==> config.mk <==
export PLATFORM = sky130hd
export DESIGN_NAME = ddr3_req_arbiter_flat
export DESIGN_NICKNAME = d
export VERILOG_FILES = /design/src/rtl/ddr3_req_arbiter_if.sv /design/src/rtl/ddr3_req_arbiter.sv /design/src/flat_wrapper.sv
export SDC_FILE = /design/constraint.sdc
export NUM_CORES = 1
export LEC_CHECK = 0
export ABC_CLOCK_PERIOD_IN_PS = 4700
export CORE_MARGIN = 5
export CORE_UTILIZATION = 29
export CTS_CLUSTER_SIZE = 16
export DETAILED_ROUTE_END_ITERATION = 8
export SKIP_CTS_REPAIR_TIMING = 1
export SYNTH_ARGS = -nofsm -noshare
export SYNTH_HDL_FRONTEND = slang
export SYNTH_SLANG_ARGS = --single-unit
==> constraint.sdc <==
create_clock -name I_clk -period 4.7 [get_ports I_clk]
set_input_delay 0.705 -clock I_clk [delete_from_list [all_inputs] [get_ports I_clk]]
set_output_delay 0.705 -clock I_clk [all_outputs]
set_load 0.03 [all_outputs]
==> src/rtl/ddr3_req_arbiter_if.sv <==
// Requester and DDR3 application-interface bundle for ddr3_req_arbiter.
// The arbiter uses the master modport; the requesters and the controller side use slave.
interface ddr3_req_arbiter_if #(
   parameter int ADDR_W = 28,
   parameter int REQ_AW = 16
);
   logic              I_calib_done;
   logic              I_wr_valid;
   logic              O_wr_ready;
   logic [REQ_AW-1:0] I_wr_addr;
   logic [47:0]       I_wr_data;
   logic              I_rd_valid;
   logic              O_rd_ready;
   logic [REQ_AW-1:0] I_rd_addr;
   logic              I_app_cmd_rdy;
   logic              I_app_wdf_rdy;
   logic              O_app_en;
   logic [2:0]        O_app_cmd;
   logic [ADDR_W-1:0] O_app_addr;
   logic              O_app_wdf_wren;
   logic              O_app_wdf_end;
   logic [63:0]       O_app_wdf_data;
   logic              I_app_rd_valid;
   logic              I_app_rd_end;
   logic [3:0]        O_rd_outstanding;

   modport master (
      input  I_calib_done,
      input  I_wr_valid, I_wr_addr, I_wr_data,
      output O_wr_ready,
      input  I_rd_valid, I_rd_addr,
      output O_rd_ready,
      input  I_app_cmd_rdy, I_app_wdf_rdy,
      output O_app_en, O_app_cmd, O_app_addr,
      output O_app_wdf_wren, O_app_wdf_end, O_app_wdf_data,
      input  I_app_rd_valid, I_app_rd_end,
      output O_rd_outstanding
   );

   modport slave (
      output I_calib_done,
      output I_wr_valid, I_wr_addr, I_wr_data,
      input  O_wr_ready,
      output I_rd_valid, I_rd_addr,
      input  O_rd_ready,
      output I_app_cmd_rdy, I_app_wdf_rdy,
      input  O_app_en, O_app_cmd, O_app_addr,
      input  O_app_wdf_wren, O_app_wdf_end, O_app_wdf_data,
      output I_app_rd_valid, I_app_rd_end,
      input  O_rd_outstanding
   );
endinterface

==> src/rtl/ddr3_req_arbiter.sv <==
// Round-robin arbiter sharing the DDR3 app interface between the pixel write and backlight read channels.
// Optional statistics counters are compiled in when ARB_STATS_EN is defined.
module ddr3_req_arbiter #(
   parameter int ADDR_W     = 28,
   parameter int REQ_AW     = 16,
   parameter int MAX_RD_OUT = 4
) (
   input  logic                  I_clk,
   input  logic                  I_rst_n,
   ddr3_req_arbiter_if.master    bus
`ifdef ARB_STATS_EN
   ,
   output logic [15:0]           O_wr_grants,
   output logic [15:0]           O_rd_grants,
   output logic [15:0]           O_stall_cycles
`endif
);

   localparam logic [3:0] MAX_RD_OUT_C = 4'(MAX_RD_OUT);
   localparam int         PAD_W        = ADDR_W - REQ_AW - 3;

   typedef enum logic [1:0] {
      ST_IDLE = 2'd0,
      ST_WR   = 2'd1,
      ST_RD   = 2'd2
   } state_t;

   state_t            state_q, state_d;
   logic              wr_full_q, wr_full_d;
   logic              rd_full_q, rd_full_d;
   logic              cmd_done_q, cmd_done_d;
   logic              data_done_q, data_done_d;
   logic              rr_ptr_q, rr_ptr_d;
   logic [3:0]        rd_out_q, rd_out_d;
   logic [REQ_AW-1:0] wr_addr_q, wr_addr_d;
   logic [REQ_AW-1:0] rd_addr_q, rd_addr_d;
   logic [47:0]       wr_data_q, wr_data_d;

   logic              wr_load, rd_load;
   logic              wr_elig, rd_elig;
   logic              wr_complete, rd_inc, rd_dec;
   logic              cmd_fin, data_fin;
   logic              app_en, wdf_wren;
   logic [2:0]        app_cmd;
   logic [ADDR_W-1:0] app_addr;
   logic [63:0]       wdf_data;

   assign wr_load = bus.I_wr_valid && !wr_full_q;
   assign rd_load = bus.I_rd_valid && !rd_full_q;
   assign wr_elig = wr_full_q;
   assign rd_elig = rd_full_q && (rd_out_q < MAX_RD_OUT_C);
   assign rd_dec  = bus.I_app_rd_valid && bus.I_app_rd_end && (rd_out_q != 4'd0);

   always_comb begin
      state_d     = state_q;
      cmd_done_d  = cmd_done_q;
      data_done_d = data_done_q;
      rr_ptr_d    = rr_ptr_q;
      wr_complete = 1'b0;
      rd_inc      = 1'b0;
      cmd_fin     = 1'b0;
      data_fin    = 1'b0;
      app_en      = 1'b0;
      app_cmd     = 3'b000;
      app_addr    = '0;
      wdf_wren    = 1'b0;
      wdf_data    = '0;

      case (state_q)
         ST_IDLE: begin
            if (bus.I_calib_done) begin
               if (wr_elig && (!rd_elig || !rr_ptr_q)) begin
                  state_d  = ST_WR;
                  rr_ptr_d = 1'b1;
               end else if (rd_elig) begin
                  state_d  = ST_RD;
                  rr_ptr_d = 1'b0;
               end
            end
         end

         ST_WR: begin
            app_en   = !cmd_done_q;
            app_cmd  = 3'b000;
            app_addr = {{PAD_W{1'b0}}, wr_addr_q, 3'b000};
            wdf_wren = !data_done_q;
            wdf_data = {16'h0000, wr_data_q};
            // Command and data handshakes are independent; each may finish first.
            cmd_fin  = cmd_done_q || bus.I_app_cmd_rdy;
            data_fin = data_done_q || bus.I_app_wdf_rdy;
            if (cmd_fin && data_fin) begin
               wr_complete = 1'b1;
               cmd_done_d  = 1'b0;
               data_done_d = 1'b0;
               state_d     = ST_IDLE;
            end else begin
               cmd_done_d  = cmd_fin;
               data_done_d = data_fin;
            end
         end

         ST_RD: begin
            app_en   = 1'b1;
            app_cmd  = 3'b001;
            app_addr = {{PAD_W{1'b0}}, rd_addr_q, 3'b000};
            if (bus.I_app_cmd_rdy) begin
               rd_inc  = 1'b1;
               state_d = ST_IDLE;
            end
         end

         default: begin
            state_d = ST_IDLE;
         end
      endcase
   end

   always_comb begin
      wr_full_d = wr_full_q;
      rd_full_d = rd_full_q;
      wr_addr_d = wr_addr_q;
      wr_data_d = wr_data_q;
      rd_addr_d = rd_addr_q;
      rd_out_d  = rd_out_q;

      // A load only happens while empty, so it never collides with a clear.
      if (wr_load) begin
         wr_full_d = 1'b1;
         wr_addr_d = bus.I_wr_addr;
         wr_data_d = bus.I_wr_data;
      end else if (wr_complete) begin
         wr_full_d = 1'b0;
      end

      if (rd_load) begin
         rd_full_d = 1'b1;
         rd_addr_d = bus.I_rd_addr;
      end else if (rd_inc) begin
         rd_full_d = 1'b0;
      end

      case ({rd_inc, rd_dec})
         2'b10:   rd_out_d = rd_out_q + 4'd1;
         2'b01:   rd_out_d = rd_out_q - 4'd1;
         default: rd_out_d = rd_out_q;
      endcase
   end

   always_ff @(posedge I_clk or negedge I_rst_n) begin
      if (!I_rst_n) begin
         state_q     <= ST_IDLE;
         wr_full_q   <= 1'b0;
         rd_full_q   <= 1'b0;
         cmd_done_q  <= 1'b0;
         data_done_q <= 1'b0;
         rr_ptr_q    <= 1'b0;
         rd_out_q    <= 4'd0;
      end else begin
         state_q     <= state_d;
         wr_full_q   <= wr_full_d;
         rd_full_q   <= rd_full_d;
         cmd_done_q  <= cmd_done_d;
         data_done_q <= data_done_d;
         rr_ptr_q    <= rr_ptr_d;
         rd_out_q    <= rd_out_d;
      end
   end

   // Payload registers are qualified by the full flags, so they need no reset.
   always_ff @(posedge I_clk) begin
      wr_addr_q <= wr_addr_d;
      wr_data_q <= wr_data_d;
      rd_addr_q <= rd_addr_d;
   end

   assign bus.O_wr_ready       = !wr_full_q;
   assign bus.O_rd_ready       = !rd_full_q;
   assign bus.O_app_en         = app_en;
   assign bus.O_app_cmd        = app_cmd;
   assign bus.O_app_addr       = app_addr;
   assign bus.O_app_wdf_wren   = wdf_wren;
   assign bus.O_app_wdf_end    = wdf_wren;
   assign bus.O_app_wdf_data   = wdf_data;
   assign bus.O_rd_outstanding = rd_out_q;

`ifdef ARB_STATS_EN
   logic [15:0] wr_grants_q, wr_grants_d;
   logic [15:0] rd_grants_q, rd_grants_d;
   logic [15:0] stall_q, stall_d;

   always_comb begin
      wr_grants_d = wr_grants_q + 16'(wr_complete);
      rd_grants_d = rd_grants_q + 16'(rd_inc);
      stall_d     = stall_q + 16'(app_en && !bus.I_app_cmd_rdy);
   end

   always_ff @(posedge I_clk or negedge I_rst_n) begin
      if (!I_rst_n) begin
         wr_grants_q <= 16'd0;
         rd_grants_q <= 16'd0;
         stall_q     <= 16'd0;
      end else begin
         wr_grants_q <= wr_grants_d;
         rd_grants_q <= rd_grants_d;
         stall_q     <= stall_d;
      end
   end

   assign O_wr_grants    = wr_grants_q;
   assign O_rd_grants    = rd_grants_q;
   assign O_stall_cycles = stall_q;
`endif

endmodule

==> src/flat_wrapper.sv <==
// flat-port wrapper written by rule: the top's interface ports become plain ports
module ddr3_req_arbiter_flat 
#(
   parameter int ADDR_W     = 28,
   parameter int REQ_AW     = 16,
   parameter int MAX_RD_OUT = 4
)
  (I_clk, I_rst_n, bus_I_calib_done, bus_I_wr_valid, bus_I_wr_addr, bus_I_wr_data, bus_O_wr_ready, bus_I_rd_valid, bus_I_rd_addr, bus_O_rd_ready, bus_I_app_cmd_rdy, bus_I_app_wdf_rdy, bus_O_app_en, bus_O_app_cmd, bus_O_app_addr, bus_O_app_wdf_wren, bus_O_app_wdf_end, bus_O_app_wdf_data, bus_I_app_rd_valid, bus_I_app_rd_end, bus_O_rd_outstanding);
  ddr3_req_arbiter_if #(.ADDR_W(ADDR_W), .REQ_AW(REQ_AW)) bus_i ();
  input  logic I_clk;
  input  logic I_rst_n;
  input wire logic [$bits(bus_i.I_calib_done)-1:0] bus_I_calib_done;
  input wire logic [$bits(bus_i.I_wr_valid)-1:0] bus_I_wr_valid;
  input wire logic [$bits(bus_i.I_wr_addr)-1:0] bus_I_wr_addr;
  input wire logic [$bits(bus_i.I_wr_data)-1:0] bus_I_wr_data;
  output wire logic [$bits(bus_i.O_wr_ready)-1:0] bus_O_wr_ready;
  input wire logic [$bits(bus_i.I_rd_valid)-1:0] bus_I_rd_valid;
  input wire logic [$bits(bus_i.I_rd_addr)-1:0] bus_I_rd_addr;
  output wire logic [$bits(bus_i.O_rd_ready)-1:0] bus_O_rd_ready;
  input wire logic [$bits(bus_i.I_app_cmd_rdy)-1:0] bus_I_app_cmd_rdy;
  input wire logic [$bits(bus_i.I_app_wdf_rdy)-1:0] bus_I_app_wdf_rdy;
  output wire logic [$bits(bus_i.O_app_en)-1:0] bus_O_app_en;
  output wire logic [$bits(bus_i.O_app_cmd)-1:0] bus_O_app_cmd;
  output wire logic [$bits(bus_i.O_app_addr)-1:0] bus_O_app_addr;
  output wire logic [$bits(bus_i.O_app_wdf_wren)-1:0] bus_O_app_wdf_wren;
  output wire logic [$bits(bus_i.O_app_wdf_end)-1:0] bus_O_app_wdf_end;
  output wire logic [$bits(bus_i.O_app_wdf_data)-1:0] bus_O_app_wdf_data;
  input wire logic [$bits(bus_i.I_app_rd_valid)-1:0] bus_I_app_rd_valid;
  input wire logic [$bits(bus_i.I_app_rd_end)-1:0] bus_I_app_rd_end;
  output wire logic [$bits(bus_i.O_rd_outstanding)-1:0] bus_O_rd_outstanding;
  assign bus_i.I_calib_done = bus_I_calib_done;
  assign bus_i.I_wr_valid = bus_I_wr_valid;
  assign bus_i.I_wr_addr = bus_I_wr_addr;
  assign bus_i.I_wr_data = bus_I_wr_data;
  assign bus_O_wr_ready = bus_i.O_wr_ready;
  assign bus_i.I_rd_valid = bus_I_rd_valid;
  assign bus_i.I_rd_addr = bus_I_rd_addr;
  assign bus_O_rd_ready = bus_i.O_rd_ready;
  assign bus_i.I_app_cmd_rdy = bus_I_app_cmd_rdy;
  assign bus_i.I_app_wdf_rdy = bus_I_app_wdf_rdy;
  assign bus_O_app_en = bus_i.O_app_en;
  assign bus_O_app_cmd = bus_i.O_app_cmd;
  assign bus_O_app_addr = bus_i.O_app_addr;
  assign bus_O_app_wdf_wren = bus_i.O_app_wdf_wren;
  assign bus_O_app_wdf_end = bus_i.O_app_wdf_end;
  assign bus_O_app_wdf_data = bus_i.O_app_wdf_data;
  assign bus_i.I_app_rd_valid = bus_I_app_rd_valid;
  assign bus_i.I_app_rd_end = bus_I_app_rd_end;
  assign bus_O_rd_outstanding = bus_i.O_rd_outstanding;
  ddr3_req_arbiter #(.ADDR_W(ADDR_W), .REQ_AW(REQ_AW), .MAX_RD_OUT(MAX_RD_OUT)) u_core (.I_clk(I_clk), .I_rst_n(I_rst_n), .bus(bus_i));
endmodule
* Yosys cells after proc, flatten, opt, wreduce, memory -nomap -nowiden
Cells that the tools add are included.
** Word-level totals
- Register bits :: 91
- Input port bits :: 89
- Output and inout bits :: 104
- Word-level logic and storage cells :: 69
** Cells by class
- $add $sub $neg :: 2
- $lt $le $gt $ge :: 1
- Equal/unequal tests :: 8
- Mux-type cells :: 24
- Reductions and logical operators :: 24
** Operator list (count)
- 48-bit two-way mux :: 1
- 19-bit case mux with 2 select lines :: 1
- 1-bit two-way mux :: 14
- 2-bit two-way mux :: 5
- 4-bit case mux with 2 select lines :: 1
- 2-bit nonzero test :: 4
- 1-bit logical AND :: 7
- 1-bit zero test :: 6
- 2-bit case mux with 3 select lines :: 1
- 4-bit by 1-bit adder with 4-bit output (second input constant) :: 1
- 2-bit by 1-bit == test with 1-bit output (second input constant) :: 2
- 2-bit == test (second input constant) :: 2
- 4-bit by 3-bit < comparator with 1-bit output (second input constant) :: 1
- 2-bit inequality test (second input constant) :: 2
- 4-bit AND reduction :: 1
- 4-bit nonzero test :: 1
- 4-bit by 1-bit subtractor with 4-bit output (second input constant) :: 1
- 1-bit logical OR :: 3
- 3-bit by 1-bit inequality test with 1-bit output (second input constant) :: 1
- 3-bit AND reduction :: 1
- 2-bit zero test :: 1
- 2-bit by 1-bit inequality test with 1-bit output (second input constant) :: 1
- 1-bit case mux with 2 select lines :: 1

* Logic depth before layout (Yosys ltp)
- Word-level depth :: 8
- Mapped depth :: 12
- Mapped depth without buffers :: 10

* Worst setup path before layout
Ideal clock, no wire load.
- Kind :: input-to-reg
- From :: input bus_I_wr_valid
- To :: register u_core.wr_addr_q[0] (enable)
- Library setup time :: 494 ps
- Arrival :: 3538 ps
- Data required time :: 4206 ps
- Setup slack :: 668 ps
- Stages :: 1
- Buffers on the path :: 0
- Cell sequence :: nor2b_1
** On the way
- Longest elaborated chain between the ends :: 1
** RTL lines
- start, declared :: line flat_wrapper.sv:13 : input wire logic [$bits(bus_i.I_wr_valid)-1:0] bus_I_wr_valid;
- 1-bit logical AND :: line ddr3_req_arbiter.sv:48 : assign wr_load = bus.I_wr_valid && !wr_full_q;
- end signal, assigned :: line ddr3_req_arbiter.sv:171 : wr_addr_q <= wr_addr_d;
- end, declared :: line ddr3_req_arbiter.sv:35 : logic [REQ_AW-1:0] wr_addr_q, wr_addr_d;
Every way passes these cells.
A chain may end at the register's enable or synchronous reset.

* Worst setup path in the final report
- From :: register u_core.state_q[1]
- To :: output bus_O_app_wdf_data[18]
** On the way
- Longest elaborated chain between the ends :: 2
** RTL lines
- start, declared :: line ddr3_req_arbiter.sv:28 : state_t state_q, state_d;
- start signal, assigned :: line ddr3_req_arbiter.sv:159 : state_q <= state_d;
- 2-bit by 1-bit == test with 1-bit output :: line ddr3_req_arbiter.sv:69 : case (state_q)
- 48-bit two-way mux :: line ddr3_req_arbiter.sv:69
- end, declared :: line flat_wrapper.sv:27 : output wire logic [$bits(bus_i.O_app_wdf_data)-1:0] bus_O_app_wdf_data;
Every way passes these cells.

==> metrics.txt <==
initial antenna violation count=0; max_slew headroom=35.5%; RD Place Congestion=0.770; Yosys cell types=32; Int Pwr=roughly 2.0 mW; antenna cells=0; Fillers=between 1000 and 1500; Psw=approximately 1.2 mW; Setup Viol. Count Final=0; Port-buffer cells=162; setup TNS=0 ns; DRT antenna net count=0; Seq. cell area=between 0.002 and 0.003 mm2; sequential-to-total area share from yosys stat=approximately 70%; CP Class=reg2out; placed cell areas=0.00560 mm2; flops & latches, synth=about 90; vias=2564; CP Data Required Time=3.99 ns; Starting Density=between 20% and 30%; CP Data Arrival Time=2.78 ns; RSZ-0062 raised after global routing=false; Least-Margin Pin Slew=a little under 1 ns; First-pass DRT Iterations=4; Final Hold Vio Count=0; Clk pwr share=between 20% and 30%; power per cell area=between 500 and 600 mW/mm2; Final Critical Period=about 3.5 ns; die footprint=roughly 0.016 mm2; final-report max-slew violation count=0; first-pass GRT wire length=~15000 um; FP Rows=42; mapped cell area=0.00391 mm2; final wirelength=roughly 9600 um; total grt overflow=0; Chip Width=approximately 130 um; clk_skew=roughly 0.0044 ns; number of global-route vias before repair=2706; Tot GR Track Use=12.0%; maximum vdd ir drop=between 0.0002 and 0.0003 V; Post-Syn Instances=roughly 270; Comb pwr share=around 43%; H-tree depth reported by CTS=3; Skew-Pair Late Insertion Delay=around 0.34 ns; syn_area_per_cell=~14 um2; Residual DRC=0; crit start category=flop; Final Cycle Share=roughly three quarters; fmax=between 200 and 300 MHz; Vias/cell=4.18; warnings from Yosys=0; Detail Placement HPWL=6980 um; clock sink count=91; die extent in y=~130 um; share of layout cells above drive strength 1=around 6%; commonest non-fill, non-tap cell in the layout=clkdlybuf4s50_1; largest net degree at the start of global routing=52; CTS Buffer Depth=2; final net count=528; CTS tree=done; clock tree root buffer cell=clkbuf_16; Min-Delay Path Class=reg2reg; Leak=2.10 nW; Top Ports=~190; 1st-iter DRT viols=97; WL/cell=~16 um; part of the power in registers=between 30% and 40%; TritonCTS buffer count=9; Sw Share=roughly 37%; outcome=completed; maxcap violations=0; CP max FO=47; CTS clk-pin slew, worst paths=roughly 0.060 ns; area of the multi-input gates=about 0.0010 mm2; cell area after layout=a little under 0.006 mm2; Core Area=between 0.01 and 0.015 mm2; most frequent cells in the layout=162 x clkdlybuf4s50_1, 80 x edfxtp_1, 49 x and2_1; CP Capture Type=output pin; Area growth syn-to-layout=50.9%
==> final cells by class <==
type	instances	share of cell area, %
clock buffers	10	3.88
repair buffers	164	27.8
well taps	176	3.74
inverters	7	0.446
clock inverters	6	1.06
multi-input cells	160	17.7
flip-flops and latches	91	45.4
==> worst max-delay path: stages (launching register included) <==
cell and delay (ns):
dfrtp_1 0.38, inv_1 0.12, ha_2 0.74, buf_4 0.35, and2_1 0.16, clkdlybuf4s50_1 0.69
==> through the flow <==
stage               power [mW]  std cells  setup slack (ns)  hold slack (ns)  util (%)
floorplan                 2.01        300             0.668            0.409         -
global placement          2.54        598              1.54            0.517      42.3
detailed placement        2.55        598              1.51            0.544      42.3
CTS                       3.28        614              1.13            0.553      44.5
global route              3.40        614              1.00            0.572      44.5
finish                    3.22        614              1.21            0.542      44.5
==> state kept, by name, indices dropped and copies added (netlist names) <==
register and cells:
u_core.wr_addr_q 16, u_core.data_done_q 1, u_core.bus.O_rd_outstanding 4, u_core.rr_ptr_q 1, u_core.rd_addr_q 16, u_core.rd_full_q 1, u_core.cmd_done_q 1, u_core.state_q 2
u_core.wr_elig 1, u_core.wr_data_q 48
==> power by group through the flow <==
stage                     Sequential (mW)  Combinational [mW]  Clock (mW)
after floorplan                      1.17               0.836           0
after global placement               1.15                1.39           0
after detailed placement             1.15                1.40           0
after CTS                            1.13                1.41       0.738
after global routing                 1.15                1.48       0.766
final                                1.13                1.38       0.713
==> final timing paths <==
check / from / endpoint / slack, ns / depth (start not counted)
max in group asynchronous: I_rst_n / u_core.rr_ptr_q / 3.60 / 1
min reg2reg: u_core.rr_ptr_q / u_core.rr_ptr_q / 0.54 / 1
max: u_core.state_q[1] / bus_O_app_wdf_data[18] / 1.21 / 5
min in group asynchronous: I_rst_n / u_core.bus.O_rd_outstanding[2] / 0.73 / 1
min: u_core.rr_ptr_q / u_core.rr_ptr_q / 0.54 / 1
max reg2reg: u_core.state_q[0] / u_core.bus.O_rd_outstanding[2] / 1.92 / 10
==> layer usage <==
metal / vias to the layer above / routed length (um) / global-route usage, %
met1: 1200 / 3740 / 13.4
met5: - / 0 / 0
li1: 1221 / - / -
met2: 131 / 4420 / 18.8
met3: 12 / 1200 / 6.18
met4: 0 / 195 / 5.68
==> kinds of logic after synthesis <==
logic type | count (synthesis) | share of synthesized area, %
compound gates | 34 | 6.57
xor+xnor | 5 | 1.12
fa+ha+maj | 6 | 1.92
buf+inv | 49 | 7.85
flops | 91 | 68.5
mux | 2 | 0.545
other cells | 1 | 0.0960
simple gates | 83 | 13.4
==> synthesized netlist by cell type <==
| master | n | area, um2 |
|---|---|---|
| ha_1 | 6 | 75.1 |
| buf_2 | 5 | 25.0 |
| o22ai_2 | 2 | 25.0 |
| a41oi_1 | 1 | 8.76 |
| and4bb_2 | 2 | 25.0 |
| nand2_1 | 4 | 15.0 |
| a21oi_1 | 5 | 25.0 |
| o21ai_0 | 4 | 20.0 |
| buf_4 | 31 | 233 |
| a22oi_1 | 16 | 120 |
| clkbuf_1 | 6 | 22.5 |
| o2111ai_1 | 1 | 8.76 |
| dfrtp_1 | 11 | 275 |
| o21a_1 | 1 | 7.51 |
| nor4_1 | 1 | 6.26 |
| nand4_1 | 1 | 6.26 |
| o221a_4 | 1 | 20.0 |
| nand3b_1 | 1 | 7.51 |
| edfxtp_1 | 80 | 2400 |
| mux2i_1 | 1 | 10.0 |
| nand2b_1 | 1 | 6.26 |
| nor2_1 | 3 | 11.3 |
| mux2_2 | 1 | 11.3 |
| conb_1 | 1 | 3.75 |
| nor3b_2 | 1 | 12.5 |
| inv_1 | 7 | 26.3 |
| xor2_1 | 4 | 35.0 |
| and2_1 | 49 | 307 |
| nor2b_1 | 20 | 125 |
| a31oi_1 | 1 | 6.26 |
| xnor2_1 | 1 | 8.76 |
| a21o_1 | 2 | 15.0 |
Power figures use the tool's default switching activity.
